--- src/rtl/wb_sdram_arbiter_if.sv ---
// Wishbone B3 bus bundle shared by the arbiter's two master ports and its SDRAM slave port.
// "master" is the initiator view, "slave" the responder view.
interface wb_sdram_arbiter_if #(
  parameter int AW = 32,
  parameter int DW = 32
);
  logic [AW-1:0]   adr;
  logic [DW-1:0]   dat_w;
  logic [DW-1:0]   dat_r;
  logic [DW/8-1:0] sel;
  logic            we;
  logic            cyc;
  logic            stb;
  logic [2:0]      cti;
  logic [1:0]      bte;
  logic            ack;
  logic            err;

  modport master (
    output adr, dat_w, sel, we, cyc, stb, cti, bte,
    input  dat_r, ack, err
  );

  modport slave (
    input  adr, dat_w, sel, we, cyc, stb, cti, bte,
    output dat_r, ack, err
  );
endinterface

--- src/rtl/wb_sdram_arbiter.sv ---
// Two-master round-robin Wishbone B3 arbiter in front of the SDRAM controller port.
// Define WB_SDRAM_ARBITER_TIMEOUT_EN to add the stalled-strobe watchdog (TIMEOUT_CYCLES).
module wb_sdram_arbiter #(
  parameter int AW             = 32,
  parameter int DW             = 32,
  parameter int TIMEOUT_CYCLES = 1024
) (
  input  logic                     wb_clk_i,
  input  logic                     wb_rst_i,
  wb_sdram_arbiter_if.slave        m0_io,
  wb_sdram_arbiter_if.slave        m1_io,
  wb_sdram_arbiter_if.master       s_io,
  output logic [1:0]               gnt_o
);

  localparam logic [1:0] GNT_NONE = 2'b00;
  localparam logic [1:0] GNT_M0   = 2'b01;
  localparam logic [1:0] GNT_M1   = 2'b10;

  logic [1:0]      grant_q, grant_d;
  logic            last_q, last_d;
  logic            release_now;
  logic            aborted;
  logic            to_fire;
  logic            own_cyc, own_stb, fwd_stb;
  logic [AW-1:0]   adr_mux;
  logic [DW-1:0]   dat_mux;
  logic [DW/8-1:0] sel_mux;

  if (TIMEOUT_CYCLES < 2 || TIMEOUT_CYCLES > 65535) begin : g_bad_timeout
    $error("wb_sdram_arbiter: TIMEOUT_CYCLES must be in 2..65535");
  end

  always_ff @(posedge wb_clk_i or posedge wb_rst_i) begin
    if (wb_rst_i) begin
      grant_q <= GNT_NONE;
      last_q  <= 1'b1;
    end else begin
      grant_q <= grant_d;
      last_q  <= last_d;
    end
  end

  // A release re-arbitrates in the same edge so a waiting master is handed over after one idle cycle.
  always_comb begin
    grant_d     = grant_q;
    last_d      = last_q;
    release_now = 1'b0;
    if (grant_q == GNT_M0 && !m0_io.cyc) begin
      last_d      = 1'b0;
      release_now = 1'b1;
    end else if (grant_q == GNT_M1 && !m1_io.cyc) begin
      last_d      = 1'b1;
      release_now = 1'b1;
    end
    if (grant_q == GNT_NONE || release_now) begin
      unique case ({m1_io.cyc, m0_io.cyc})
        2'b01:   grant_d = GNT_M0;
        2'b10:   grant_d = GNT_M1;
        2'b11:   grant_d = last_d ? GNT_M0 : GNT_M1;
        default: grant_d = GNT_NONE;
      endcase
    end
  end

  always_comb begin
    adr_mux     = '0;
    dat_mux     = '0;
    sel_mux     = '0;
    s_io.we     = 1'b0;
    s_io.cti    = '0;
    s_io.bte    = '0;
    own_cyc     = 1'b0;
    own_stb     = 1'b0;
    m0_io.dat_r = '0;
    m0_io.ack   = 1'b0;
    m0_io.err   = 1'b0;
    m1_io.dat_r = '0;
    m1_io.ack   = 1'b0;
    m1_io.err   = 1'b0;
    if (grant_q == GNT_M0) begin
      adr_mux     = m0_io.adr;
      dat_mux     = m0_io.dat_w;
      sel_mux     = m0_io.sel;
      s_io.we     = m0_io.we;
      s_io.cti    = m0_io.cti;
      s_io.bte    = m0_io.bte;
      own_cyc     = m0_io.cyc;
      own_stb     = m0_io.stb;
      m0_io.dat_r = s_io.dat_r;
      m0_io.ack   = s_io.ack & ~aborted;
      m0_io.err   = (s_io.err & ~aborted) | to_fire;
    end else if (grant_q == GNT_M1) begin
      adr_mux     = m1_io.adr;
      dat_mux     = m1_io.dat_w;
      sel_mux     = m1_io.sel;
      s_io.we     = m1_io.we;
      s_io.cti    = m1_io.cti;
      s_io.bte    = m1_io.bte;
      own_cyc     = m1_io.cyc;
      own_stb     = m1_io.stb;
      m1_io.dat_r = s_io.dat_r;
      m1_io.ack   = s_io.ack & ~aborted;
      m1_io.err   = (s_io.err & ~aborted) | to_fire;
    end
  end

  assign fwd_stb    = own_stb & ~aborted;
  assign s_io.cyc   = own_cyc & ~aborted;
  assign s_io.stb   = fwd_stb;
  assign s_io.adr   = adr_mux;
  assign s_io.dat_w = dat_mux;
  assign s_io.sel   = sel_mux;
  assign gnt_o      = grant_q;

`ifdef WB_SDRAM_ARBITER_TIMEOUT_EN
  localparam logic [15:0] TO_LAST = 16'(TIMEOUT_CYCLES - 1);

  logic [15:0] cnt_q, cnt_d;
  logic        abort_q, abort_d;
  logic        stall;

  always_ff @(posedge wb_clk_i or posedge wb_rst_i) begin
    if (wb_rst_i) begin
      cnt_q   <= '0;
      abort_q <= 1'b0;
    end else begin
      cnt_q   <= cnt_d;
      abort_q <= abort_d;
    end
  end

  // Once fired, the bus stays masked until the owner gives up cyc and the grant moves.
  always_comb begin
    cnt_d   = cnt_q;
    abort_d = abort_q;
    if (grant_d != grant_q) begin
      cnt_d   = '0;
      abort_d = 1'b0;
    end else if (s_io.ack || s_io.err) begin
      cnt_d = '0;
    end else if (stall) begin
      cnt_d = cnt_q + 16'd1;
    end
    if (to_fire) abort_d = 1'b1;
  end

  assign stall   = fwd_stb & ~s_io.ack & ~s_io.err;
  assign to_fire = stall & (cnt_q == TO_LAST);
  assign aborted = abort_q;
`else
  assign aborted = 1'b0;
  assign to_fire = 1'b0;
`endif

endmodule

--- src/flat_wrapper.sv ---
// flat-port wrapper written by rule: the top's interface ports become plain ports
module wb_sdram_arbiter_flat 
#(
  parameter int AW             = 32,
  parameter int DW             = 32,
  parameter int TIMEOUT_CYCLES = 1024
)
  (wb_clk_i, wb_rst_i, gnt_o, m0_io_adr, m0_io_dat_w, m0_io_sel, m0_io_we, m0_io_cyc, m0_io_stb, m0_io_cti, m0_io_bte, m0_io_dat_r, m0_io_ack, m0_io_err, m1_io_adr, m1_io_dat_w, m1_io_sel, m1_io_we, m1_io_cyc, m1_io_stb, m1_io_cti, m1_io_bte, m1_io_dat_r, m1_io_ack, m1_io_err, s_io_adr, s_io_dat_w, s_io_sel, s_io_we, s_io_cyc, s_io_stb, s_io_cti, s_io_bte, s_io_dat_r, s_io_ack, s_io_err);
  wb_sdram_arbiter_if #(.AW(AW), .DW(DW)) m0_io_i ();
  wb_sdram_arbiter_if #(.AW(AW), .DW(DW)) m1_io_i ();
  wb_sdram_arbiter_if #(.AW(AW), .DW(DW)) s_io_i ();
  input  logic wb_clk_i;
  input  logic wb_rst_i;
  output logic [1:0] gnt_o;
  input wire logic [$bits(m0_io_i.adr)-1:0] m0_io_adr;
  input wire logic [$bits(m0_io_i.dat_w)-1:0] m0_io_dat_w;
  input wire logic [$bits(m0_io_i.sel)-1:0] m0_io_sel;
  input wire logic [$bits(m0_io_i.we)-1:0] m0_io_we;
  input wire logic [$bits(m0_io_i.cyc)-1:0] m0_io_cyc;
  input wire logic [$bits(m0_io_i.stb)-1:0] m0_io_stb;
  input wire logic [$bits(m0_io_i.cti)-1:0] m0_io_cti;
  input wire logic [$bits(m0_io_i.bte)-1:0] m0_io_bte;
  output wire logic [$bits(m0_io_i.dat_r)-1:0] m0_io_dat_r;
  output wire logic [$bits(m0_io_i.ack)-1:0] m0_io_ack;
  output wire logic [$bits(m0_io_i.err)-1:0] m0_io_err;
  input wire logic [$bits(m1_io_i.adr)-1:0] m1_io_adr;
  input wire logic [$bits(m1_io_i.dat_w)-1:0] m1_io_dat_w;
  input wire logic [$bits(m1_io_i.sel)-1:0] m1_io_sel;
  input wire logic [$bits(m1_io_i.we)-1:0] m1_io_we;
  input wire logic [$bits(m1_io_i.cyc)-1:0] m1_io_cyc;
  input wire logic [$bits(m1_io_i.stb)-1:0] m1_io_stb;
  input wire logic [$bits(m1_io_i.cti)-1:0] m1_io_cti;
  input wire logic [$bits(m1_io_i.bte)-1:0] m1_io_bte;
  output wire logic [$bits(m1_io_i.dat_r)-1:0] m1_io_dat_r;
  output wire logic [$bits(m1_io_i.ack)-1:0] m1_io_ack;
  output wire logic [$bits(m1_io_i.err)-1:0] m1_io_err;
  output wire logic [$bits(s_io_i.adr)-1:0] s_io_adr;
  output wire logic [$bits(s_io_i.dat_w)-1:0] s_io_dat_w;
  output wire logic [$bits(s_io_i.sel)-1:0] s_io_sel;
  output wire logic [$bits(s_io_i.we)-1:0] s_io_we;
  output wire logic [$bits(s_io_i.cyc)-1:0] s_io_cyc;
  output wire logic [$bits(s_io_i.stb)-1:0] s_io_stb;
  output wire logic [$bits(s_io_i.cti)-1:0] s_io_cti;
  output wire logic [$bits(s_io_i.bte)-1:0] s_io_bte;
  input wire logic [$bits(s_io_i.dat_r)-1:0] s_io_dat_r;
  input wire logic [$bits(s_io_i.ack)-1:0] s_io_ack;
  input wire logic [$bits(s_io_i.err)-1:0] s_io_err;
  assign m0_io_i.adr = m0_io_adr;
  assign m0_io_i.dat_w = m0_io_dat_w;
  assign m0_io_i.sel = m0_io_sel;
  assign m0_io_i.we = m0_io_we;
  assign m0_io_i.cyc = m0_io_cyc;
  assign m0_io_i.stb = m0_io_stb;
  assign m0_io_i.cti = m0_io_cti;
  assign m0_io_i.bte = m0_io_bte;
  assign m0_io_dat_r = m0_io_i.dat_r;
  assign m0_io_ack = m0_io_i.ack;
  assign m0_io_err = m0_io_i.err;
  assign m1_io_i.adr = m1_io_adr;
  assign m1_io_i.dat_w = m1_io_dat_w;
  assign m1_io_i.sel = m1_io_sel;
  assign m1_io_i.we = m1_io_we;
  assign m1_io_i.cyc = m1_io_cyc;
  assign m1_io_i.stb = m1_io_stb;
  assign m1_io_i.cti = m1_io_cti;
  assign m1_io_i.bte = m1_io_bte;
  assign m1_io_dat_r = m1_io_i.dat_r;
  assign m1_io_ack = m1_io_i.ack;
  assign m1_io_err = m1_io_i.err;
  assign s_io_adr = s_io_i.adr;
  assign s_io_dat_w = s_io_i.dat_w;
  assign s_io_sel = s_io_i.sel;
  assign s_io_we = s_io_i.we;
  assign s_io_cyc = s_io_i.cyc;
  assign s_io_stb = s_io_i.stb;
  assign s_io_cti = s_io_i.cti;
  assign s_io_bte = s_io_i.bte;
  assign s_io_i.dat_r = s_io_dat_r;
  assign s_io_i.ack = s_io_ack;
  assign s_io_i.err = s_io_err;
  wb_sdram_arbiter #(.AW(AW), .DW(DW), .TIMEOUT_CYCLES(TIMEOUT_CYCLES)) u_core (.wb_clk_i(wb_clk_i), .wb_rst_i(wb_rst_i), .m0_io(m0_io_i), .m1_io(m1_io_i), .s_io(s_io_i), .gnt_o(gnt_o));
endmodule
--- config.mk ---
export PLATFORM = sky130hd
export DESIGN_NAME = wb_sdram_arbiter_flat
export DESIGN_NICKNAME = d
export VERILOG_FILES = /design/src/rtl/wb_sdram_arbiter_if.sv /design/src/rtl/wb_sdram_arbiter.sv /design/src/flat_wrapper.sv
export SDC_FILE = /design/constraint.sdc
export NUM_CORES = 1
export LEC_CHECK = 0
export CORE_AREA = 2 2 129 131
export DETAILED_ROUTE_END_ITERATION = 12
export DIE_AREA = 0 0 131 133
export GPL_TIMING_DRIVEN = 0
export SYNTH_ARGS = -nofsm -noshare
export SYNTH_HDL_FRONTEND = slang
export SYNTH_SLANG_ARGS = --single-unit
--- constraint.sdc ---
create_clock -name wb_clk_i -period 1.4 [get_ports wb_clk_i]
set_input_delay 0.28 -clock wb_clk_i [delete_from_list [all_inputs] [get_ports wb_clk_i]]
set_output_delay 0.28 -clock wb_clk_i [all_outputs]
set_load 0.005 [all_outputs]
-- Word level (Yosys, flattened, before mapping)
Index checks and enable logic that the tools add are counted.
- bits of input ports: 188
- word-level logic and storage cells: 44
- output and inout bits: 146
- register bits: 3
- multiplexer cells: 31
- equality and inequality tests: 5
- reduce and logical (&&, ||, !) cells: 6
- operators by type and width (cell ; count):
    two-way mux 32 bit ; 7
    two-way mux 1 bit ; 16
    two-way mux 4 bit ; 2
    equality test 2 bit, second input constant ; 3
    two-way mux 2 bit ; 3
    two-way mux 3 bit ; 2
    case mux 2 bit (3 select lines) ; 1
    equality test 2 x 1 -> 1 bit, second input constant ; 2
    logical AND 1 bit ; 2
    logical NOT 1 bit ; 2
    logical NOT 2 bit ; 1
    logical OR 1 bit ; 1

-- Logic depth before layout (Yosys ltp)
Gate-level depths: netlist (run 1).
- depth in word-level cells: 6
- gate-level depth with buffers: 5
- gate-level depth less buffers: 3

-- Least setup slack after synthesis (run 1)
No wires, ideal clock.
- path kind: reg-to-output
- start point: register u_core.grant_q[0], in the netlist u_core.gnt_o[0]
- end point: output s_io_adr[28]
- cell stages (with the launch flop): 6
- path buffers: 2
- slack: 0.048 ns
- data arrival time: 1.072 ns
- path through: dfrtp_1 inv_2 nor2_1 buf_4 buf_2 a22o_1
- word-level cells in the longest chain between the ends: 3
- ends and longest elaborated chain (element ; RTL line ; RTL):
    from (decl) ; wb_sdram_arbiter.sv:20 ; logic [1:0] grant_q, grant_d;
    from (signal assigned) ; wb_sdram_arbiter.sv:39 ; grant_q <= grant_d;
    equality test 2 bit ; wb_sdram_arbiter.sv:93 ; end else if (grant_q == GNT_M1) begin
    two-way mux 32 bit ; wb_sdram_arbiter.sv:93 ;
    two-way mux 32 bit * ; wb_sdram_arbiter.sv:81 ; if (grant_q == GNT_M0) begin
    to (decl) ; flat_wrapper.sv:37 ; output wire logic [$bits(s_io_i.adr)-1:0] s_io_adr;
Every way passes the cells marked *; elsewhere a longest branch is shown, timed or not.

-- Worst setup path after layout (run 1)
- start point: register u_core.grant_q[1], in the netlist u_core.gnt_o[1]
- end point: output s_io_dat_w[27]
- word-level cells in the longest chain between the ends: 3
- ends and longest elaborated chain (element ; RTL line ; RTL):
    equality test 2 bit ; wb_sdram_arbiter.sv:93 ;
    two-way mux 32 bit ; wb_sdram_arbiter.sv:93 ;
    two-way mux 32 bit * ; wb_sdram_arbiter.sv:81 ;
    to (decl) ; flat_wrapper.sv:38 ; output wire logic [$bits(s_io_i.dat_w)-1:0] s_io_dat_w;
Marked as above.

==> impl_metrics.env, run 1 <==
export IMPL_grt_pass1_vias=3306
export IMPL_cp_start_kind="register"
export IMPL_dr_pass1_iters=4
export IMPL_critPathKind="reg2out"
export IMPL_slew_violations=0
export IMPL_min_period_ns=1.98
export IMPL_holdBufCountCts=0
export IMPL_remaining_drc_errors=0
export IMPL_core_um2=16200
export IMPL_min_path_type="in2async"
export IMPL_ant_nets=0
export IMPL_startpoint="u_core.gnt_o[1]"
export IMPL_drt_wirelength_per_cell_um=17.7
export IMPL_fp_dieH_um=133
export IMPL_cp_num_buf_inv=6
export IMPL_worst_slew_pin_slew_ns=0.210
export IMPL_rsz0062_at_grt="yes"
export IMPL_path_clk_slew_ns=0.03
export IMPL_outcome="complete, but fails checks"
export IMPL_final_common_cell="clkdlybuf4s50_1"
export IMPL_path_max_fanout=5
export IMPL_cts_buffers=3
export IMPL_viasPerCell=3.89
export IMPL_synth_cell_area_um2=1400
export IMPL_fin_skew_ns=0.00145
export IMPL_clock_sinks=3
export IMPL_nNetsFinal=772
export IMPL_final_layout_size_suffix_gt1_share_pct=47.7
export IMPL_cp_common_cell="buf_6"
export IMPL_crit_family="buffers and inverters"
export IMPL_placementRows=47
export IMPL_dp_hpwl_um=10400
export IMPL_port_buffers=333
export IMPL_grt_first_pass_wirelength_um=19000
export IMPL_critPathRequiredTime_ns=1.12
export IMPL_yosys_warnings=0
export IMPL_areaGrowthSynthToFinish_pct=318
export IMPL_power_density_nw_per_um2=1440
export IMPL_gp_congestion=0.848
export IMPL_fp_dieW_um=131
export IMPL_cts_root_buffer="clkbuf_16"
export IMPL_tritoncts="yes"
export IMPL_relSlewSlack_pct=86.0
export IMPL_cts_htree_levels=1
export IMPL_wl_um=14200
export IMPL_max_freq_ghz=0.506
export IMPL_end_kind="primary output"
export IMPL_syn_inst=187
export IMPL_route_vias_total=3126
export IMPL_antenna_cells=0
export IMPL_hold_viol=0
export IMPL_yosys_register_bits=3
export IMPL_layout_common_cells="187 x clkdlybuf4s50_1, 86 x buf_2, 79 x buf_6"
export IMPL_io_pins=334
export IMPL_reg2reg_from="u_core.gnt_o[1]"
export IMPL_arrival_ns=1.70
export IMPL_syn_nets=375
export IMPL_track_usage_pct=14.3
export IMPL_path_cells="nor2b_4 > buf_6 > buf_8 > buf_12 > buf_8 > buf_6 > a22o_1 > buf_6"
export IMPL_ff2ff_path_depth=4
export IMPL_tns_ns=-61.81
export IMPL_p_total_uw=8390
export IMPL_peakVddDrop_uv=653
export IMPL_synthDistinctLibCells=14
export IMPL_antenna_found_initial=0
export IMPL_ys_seq_area_share_pct=5.46
export IMPL_clk_latency_ns=0.23
export IMPL_finalSetupViolations=144
export IMPL_grt_max_degree=11
export IMPL_p_leak_uw=0.00275
export IMPL_avgSynthCellArea_um2=7.47
export IMPL_start_util_pct=8.64
export IMPL_slowest_delay_ns=0.38
export IMPL_fin_crit_sh_pct=141
export IMPL_clk_path_buf_depth=2
export IMPL_violations="setup timing"
export IMPL_grt_remaining_overflow=0
export IMPL_max_cap_viol_count=0
export IMPL_dieArea_um2=17400
export IMPL_path_depth=8
export IMPL_slowest_stage="dfrtp_1"
export IMPL_dr_first_iter_drc_count=70
export IMPL_layout_setup_ws_ns=-0.576
[path summary, 6_finish.rpt]
kind | end | slack (ns)
min reg2reg | u_core.last_q | 0.52
max reg2reg | u_core.gnt_o[0] | 0.37
max in group asynchronous | u_core.last_q | 0.97
max | s_io_dat_w[27] | -0.58
min in group wb_clk_i | u_core.last_q | 0.52
min | u_core.gnt_o[1] | 0.22
[power by group]
part	switching [uW]	leakage [uW]	total, uW	internal [uW]
combinational	2840	0.00268	7750	4910
sequential	41.2	0.0000302	177	136
clock	84.5	0.0000382	461	376
[routing by layer]
| layer | track usage [%] | share of wire, % |
|---|---|---|
| met1 | 17.2 | 40 |
| met3 | 3.19 | 9.6 |
| met5 | 0 | 0 |
| met4 | 1.24 | 0.24 |
| met2 | 26.7 | 50 |
[cells by family (layout without fill, tap and decap cells)]
logic type | count (synthesis) | in the layout | synth area share, %
AOI/OAI and AO/OA | 82 | 82 | 50.0
and+or+nand+nor | 75 | 75 | 32.5
buffers and inverters | 27 | 423 | 12.0
DFF | 3 | 3 | 5.46
[state kept, by name, summed over array words and instances, names as in the netlist]
name	count
u_core.last_q	1
u_core.gnt_o	2
[final cells by class]
cell class	count	area [um^2]
flip-flops and latches	3	77.6
clock buffers	4	78.8
repair buffers	399	3870
fillers	1677	10300
plain buffers	17	254
well taps	220	275
inverters	3	11.3
multi-input cells	157	1280
[metrics by stage]
step	instances	setup WS (ns)	util [%]	hold WS [ns]	instance area, um^2
after CTS	803	-0.593	35.8	0.222	5800
after global placement	740	-0.800	31.0	0.462	5010
after global routing	803	-0.624	36.1	0.235	5850
after detailed placement	740	-0.849	31.0	0.461	5010
after floorplan	187	0.0484	-	0.0329	1400
final	803	-0.576	36.1	0.220	5850
[cell usage after synthesis]
master     number  area share, %
buf_4          15            8.1
dfrtp_1         2            3.6
a22o_1         76             48
nand2_1         3           0.81
o2bb2ai_1       1           0.63
inv_1           2           0.54
o21ai_0         5            1.8
inv_2           1           0.27
nor2b_1         1           0.45
nor2_1          3           0.81
clkbuf_1        1           0.27
and2_1         68             30
dfstp_2         1            1.9
buf_2           8            2.9
[worst register-to-register path, cell delays in order (launching register included)]
cell	delay (ns)
dfrtp_1	0.38
buf_6	0.13
buf_4	0.14
o21ai_0	0.15
o2bb2ai_1	0.14
[repair_timing]
item / in CTS / in global routing
cloned: 13 / 2
gates resized for setup: 723 / 69
endpoints found under the setup margin: 146 / 144
pin swaps: 57 / 44
setup buffers: 46 / 12
Note: power is estimated with default switching activity, not from simulation.
==> inputs of run 2 (changes only) <==
==> constraint.sdc (replaced) <==
create_clock -name wb_clk_i -period 1.4 [get_ports wb_clk_i]
set_input_delay 0.28 -clock wb_clk_i [delete_from_list [all_inputs] [get_ports wb_clk_i]]
set_output_delay 0.28 -clock wb_clk_i [all_outputs]
set_load 0.1 [all_outputs]
==> run 2 against run 1 <==
Core utilization rose by 9.6 points. Hold slack improved by 0.0068 ns. Sequential power rose by 19%. Clock-buffer cell count did not move. Clock skew fell by 0.00052 ns. Design area rose by 27%. Wire length fell by 0.65%. Critical path type unchanged. Die area did not move. The flow still finishes with violations (setup timing). Global-route usage barely moved. Register-to-register slack got worse by 0.03 ns. Combinational power rose to 2.6 times the previous value. First-iteration DRC count rose by 1.4%.
==> impl_metrics.env, run 2 (synthesis results as in run 1) <==
export IMPL_outcome="complete, but fails checks"
export IMPL_violations="setup timing"
export IMPL_cts_root_buffer="clkbuf_16"
export IMPL_largest_reg_flops=2
export IMPL_placementRows=47
export IMPL_layout_common_cells="187 x clkdlybuf4s50_1, 152 x buf_12, 51 x and2_4, 51 x a22o_4, 25 x a22o_2"
export IMPL_tritoncts="yes"
export IMPL_viasPerCell=3.97
export IMPL_dr_pass1_iters=3
export IMPL_gp_congestion=0.858
export IMPL_grt_remaining_overflow=0
export IMPL_instances_no_fill=747
export IMPL_worstSetupEndpoint="s_io_adr[23]"
export IMPL_power_density_nw_per_um2=2800
export IMPL_max_freq_ghz=0.525
export IMPL_final_layout_size_suffix_gt1_share_pct=61.7
export IMPL_grt_first_pass_wirelength_um=19100
export IMPL_timing_hold_ws_ns=0.227
export IMPL_dr_first_iter_drc_count=71
export IMPL_relSlewSlack_pct=36.3
export IMPL_arrival_ns=1.63
export IMPL_rrSetupSlack_ns=0.34
export IMPL_cts_buffers=3
export IMPL_fp_dieW_um=131
export IMPL_layout_setup_ws_ns=-0.507
export IMPL_busiest_layer="met2"
export IMPL_placed_cells=740
export IMPL_fin_crit_sh_pct=136
export IMPL_grtUsageMet2_pct=29.2
export IMPL_grt_max_degree=11
export IMPL_io_pins=334
export IMPL_track_usage_pct=14.4
export IMPL_antenna_cells=0
export IMPL_clk_latency_ns=0.23
export IMPL_port_buffers=333
export IMPL_peakVddDrop_uv=1380
export IMPL_min_period_ns=1.91
export IMPL_critPathKind="reg2out"
export IMPL_crit_family="buffers and inverters"
export IMPL_dp_hpwl_um=10600
export IMPL_holdBufCountCts=0
export IMPL_startpoint="u_core.gnt_o[0]"
export IMPL_areaGrowthSynthToFinish_pct=430
export IMPL_fp_dieH_um=133
export IMPL_grt_pass1_vias=3253
export IMPL_reg2reg_to="u_core.gnt_o[0]"
export IMPL_ant_nets=0
export IMPL_utilization_pct=45.8
export IMPL_rsz0062_at_grt="yes"
export IMPL_grtUsageMet1_pct=15.4
export IMPL_critPathRequiredTime_ns=1.12
export IMPL_path_clk_slew_ns=0.03
export IMPL_slew_violations=0
export IMPL_cp_num_buf_inv=4
export IMPL_cp_common_cell="buf_12"
export IMPL_hold_viol=0
export IMPL_remaining_drc_errors=0
export IMPL_start_util_pct=8.64
export IMPL_clock_sinks=3
export IMPL_reg2reg_from="u_core.gnt_o[1]"
export IMPL_dieArea_um2=17400
export IMPL_slowest_delay_ns=0.51
export IMPL_cp_start_kind="register"
export IMPL_cts_htree_levels=1
export IMPL_gr_usage_met3_pct=2.39
export IMPL_wl_um=14100
export IMPL_finalSetupViolations=145
export IMPL_p_leak_uw=0.00311
export IMPL_path_cells="inv_4 > nor2_4 > buf_12 > buf_8 > a22o_2 > buf_12"
export IMPL_slowest_stage="dfrtp_4"
export IMPL_core_um2=16200
export IMPL_nNetsFinal=716
export IMPL_min_path_type="in2async"
export IMPL_clk_path_buf_depth=2
export IMPL_route_vias_total=2968
export IMPL_drt_wirelength_per_cell_um=18.9
export IMPL_path_depth=6
export IMPL_path_max_fanout=10
export IMPL_end_kind="primary output"
export IMPL_fin_skew_ns=0.000934
export IMPL_antenna_found_initial=0
export IMPL_final_common_cell="clkdlybuf4s50_1"
export IMPL_worst_slew_pin_slew_ns=0.960
export IMPL_max_cap_viol_count=0
export IMPL_ff2ff_path_depth=3
[run 2: cell count changes in the layout (fill, tap and decap cells not counted), moves of 51 or more]
cell	before	now
a22o_4	0	51
buf_12	10	152
buf_6	79	9
buf_2	86	0
a22o_1	76	0
[run 2: layer usage]
metal	vias up	wire length, um
li1	1381	-
met1	1413	4890
met2	163	8140
met3	11	973
met4	0	142
met5	-	0
[run 2: worst min-delay path by stage]
stage | startpoint | to | cells past startpoint | slack [ns]
2_1_floorplan | wb_rst_i | u_core.gnt_o[0] | 1 | 0.03
3_3_place_gp | wb_rst_i | u_core.gnt_o[0] | 2 | 0.47
5_1_grt | wb_rst_i | u_core.gnt_o[1] | 2 | 0.23
4_1_cts | wb_rst_i | u_core.gnt_o[1] | 2 | 0.23
6_report | wb_rst_i | u_core.gnt_o[1] | 2 | 0.23
3_5_place_dp | wb_rst_i | u_core.gnt_o[1] | 2 | 0.46
[run 2: layout make-up]
cell class,count,area (um^2)
Timing Repair Buffer,336,4800
Sequential cell,3,83.8
Tap cell,220,275
Multi-Input combinational cell,157,1800
Inverter,3,13.8
Buffer,24,358
Clock buffer,4,78.8
Fill cell,1422,8770
[run 2: worst reg2reg max path, cell delays in order (launching register included)]
cell and delay, ns:
dfrtp_4 0.49, buf_4 0.16, o21ai_0 0.19, o2bb2ai_1 0.14
[run 2: through the flow]
step / setup TNS (ns) / setup slack (ns) / area, um^2 / power, uW
2_1_floorplan: -61.51 / -0.509 / 1770 / 12100
4_1_cts: -70.25 / -0.523 / 6880 / 19600
3_3_place_gp: -172.00 / -1.31 / 5370 / 15500
3_5_place_dp: -173.21 / -1.31 / 5370 / 15600
6_report: -66.14 / -0.507 / 7410 / 20700
5_1_grt: -73.22 / -0.562 / 7410 / 21200
[run 2: power breakdown]
group	leakage [uW]	switching (uW)	internal, uW	total, uW
Clock	0.0000382	83.7	376	460
Sequential	0.0000302	61.2	149	210
Combinational	0.00304	12400	7670	20000
[run 2: timing repair]
action	4_1_cts	5_1_grt
gates cloned	1	0
resized for setup	1299	125
setup endpoints to repair	146	146
pin swaps	23	1
buffers inserted	2	0
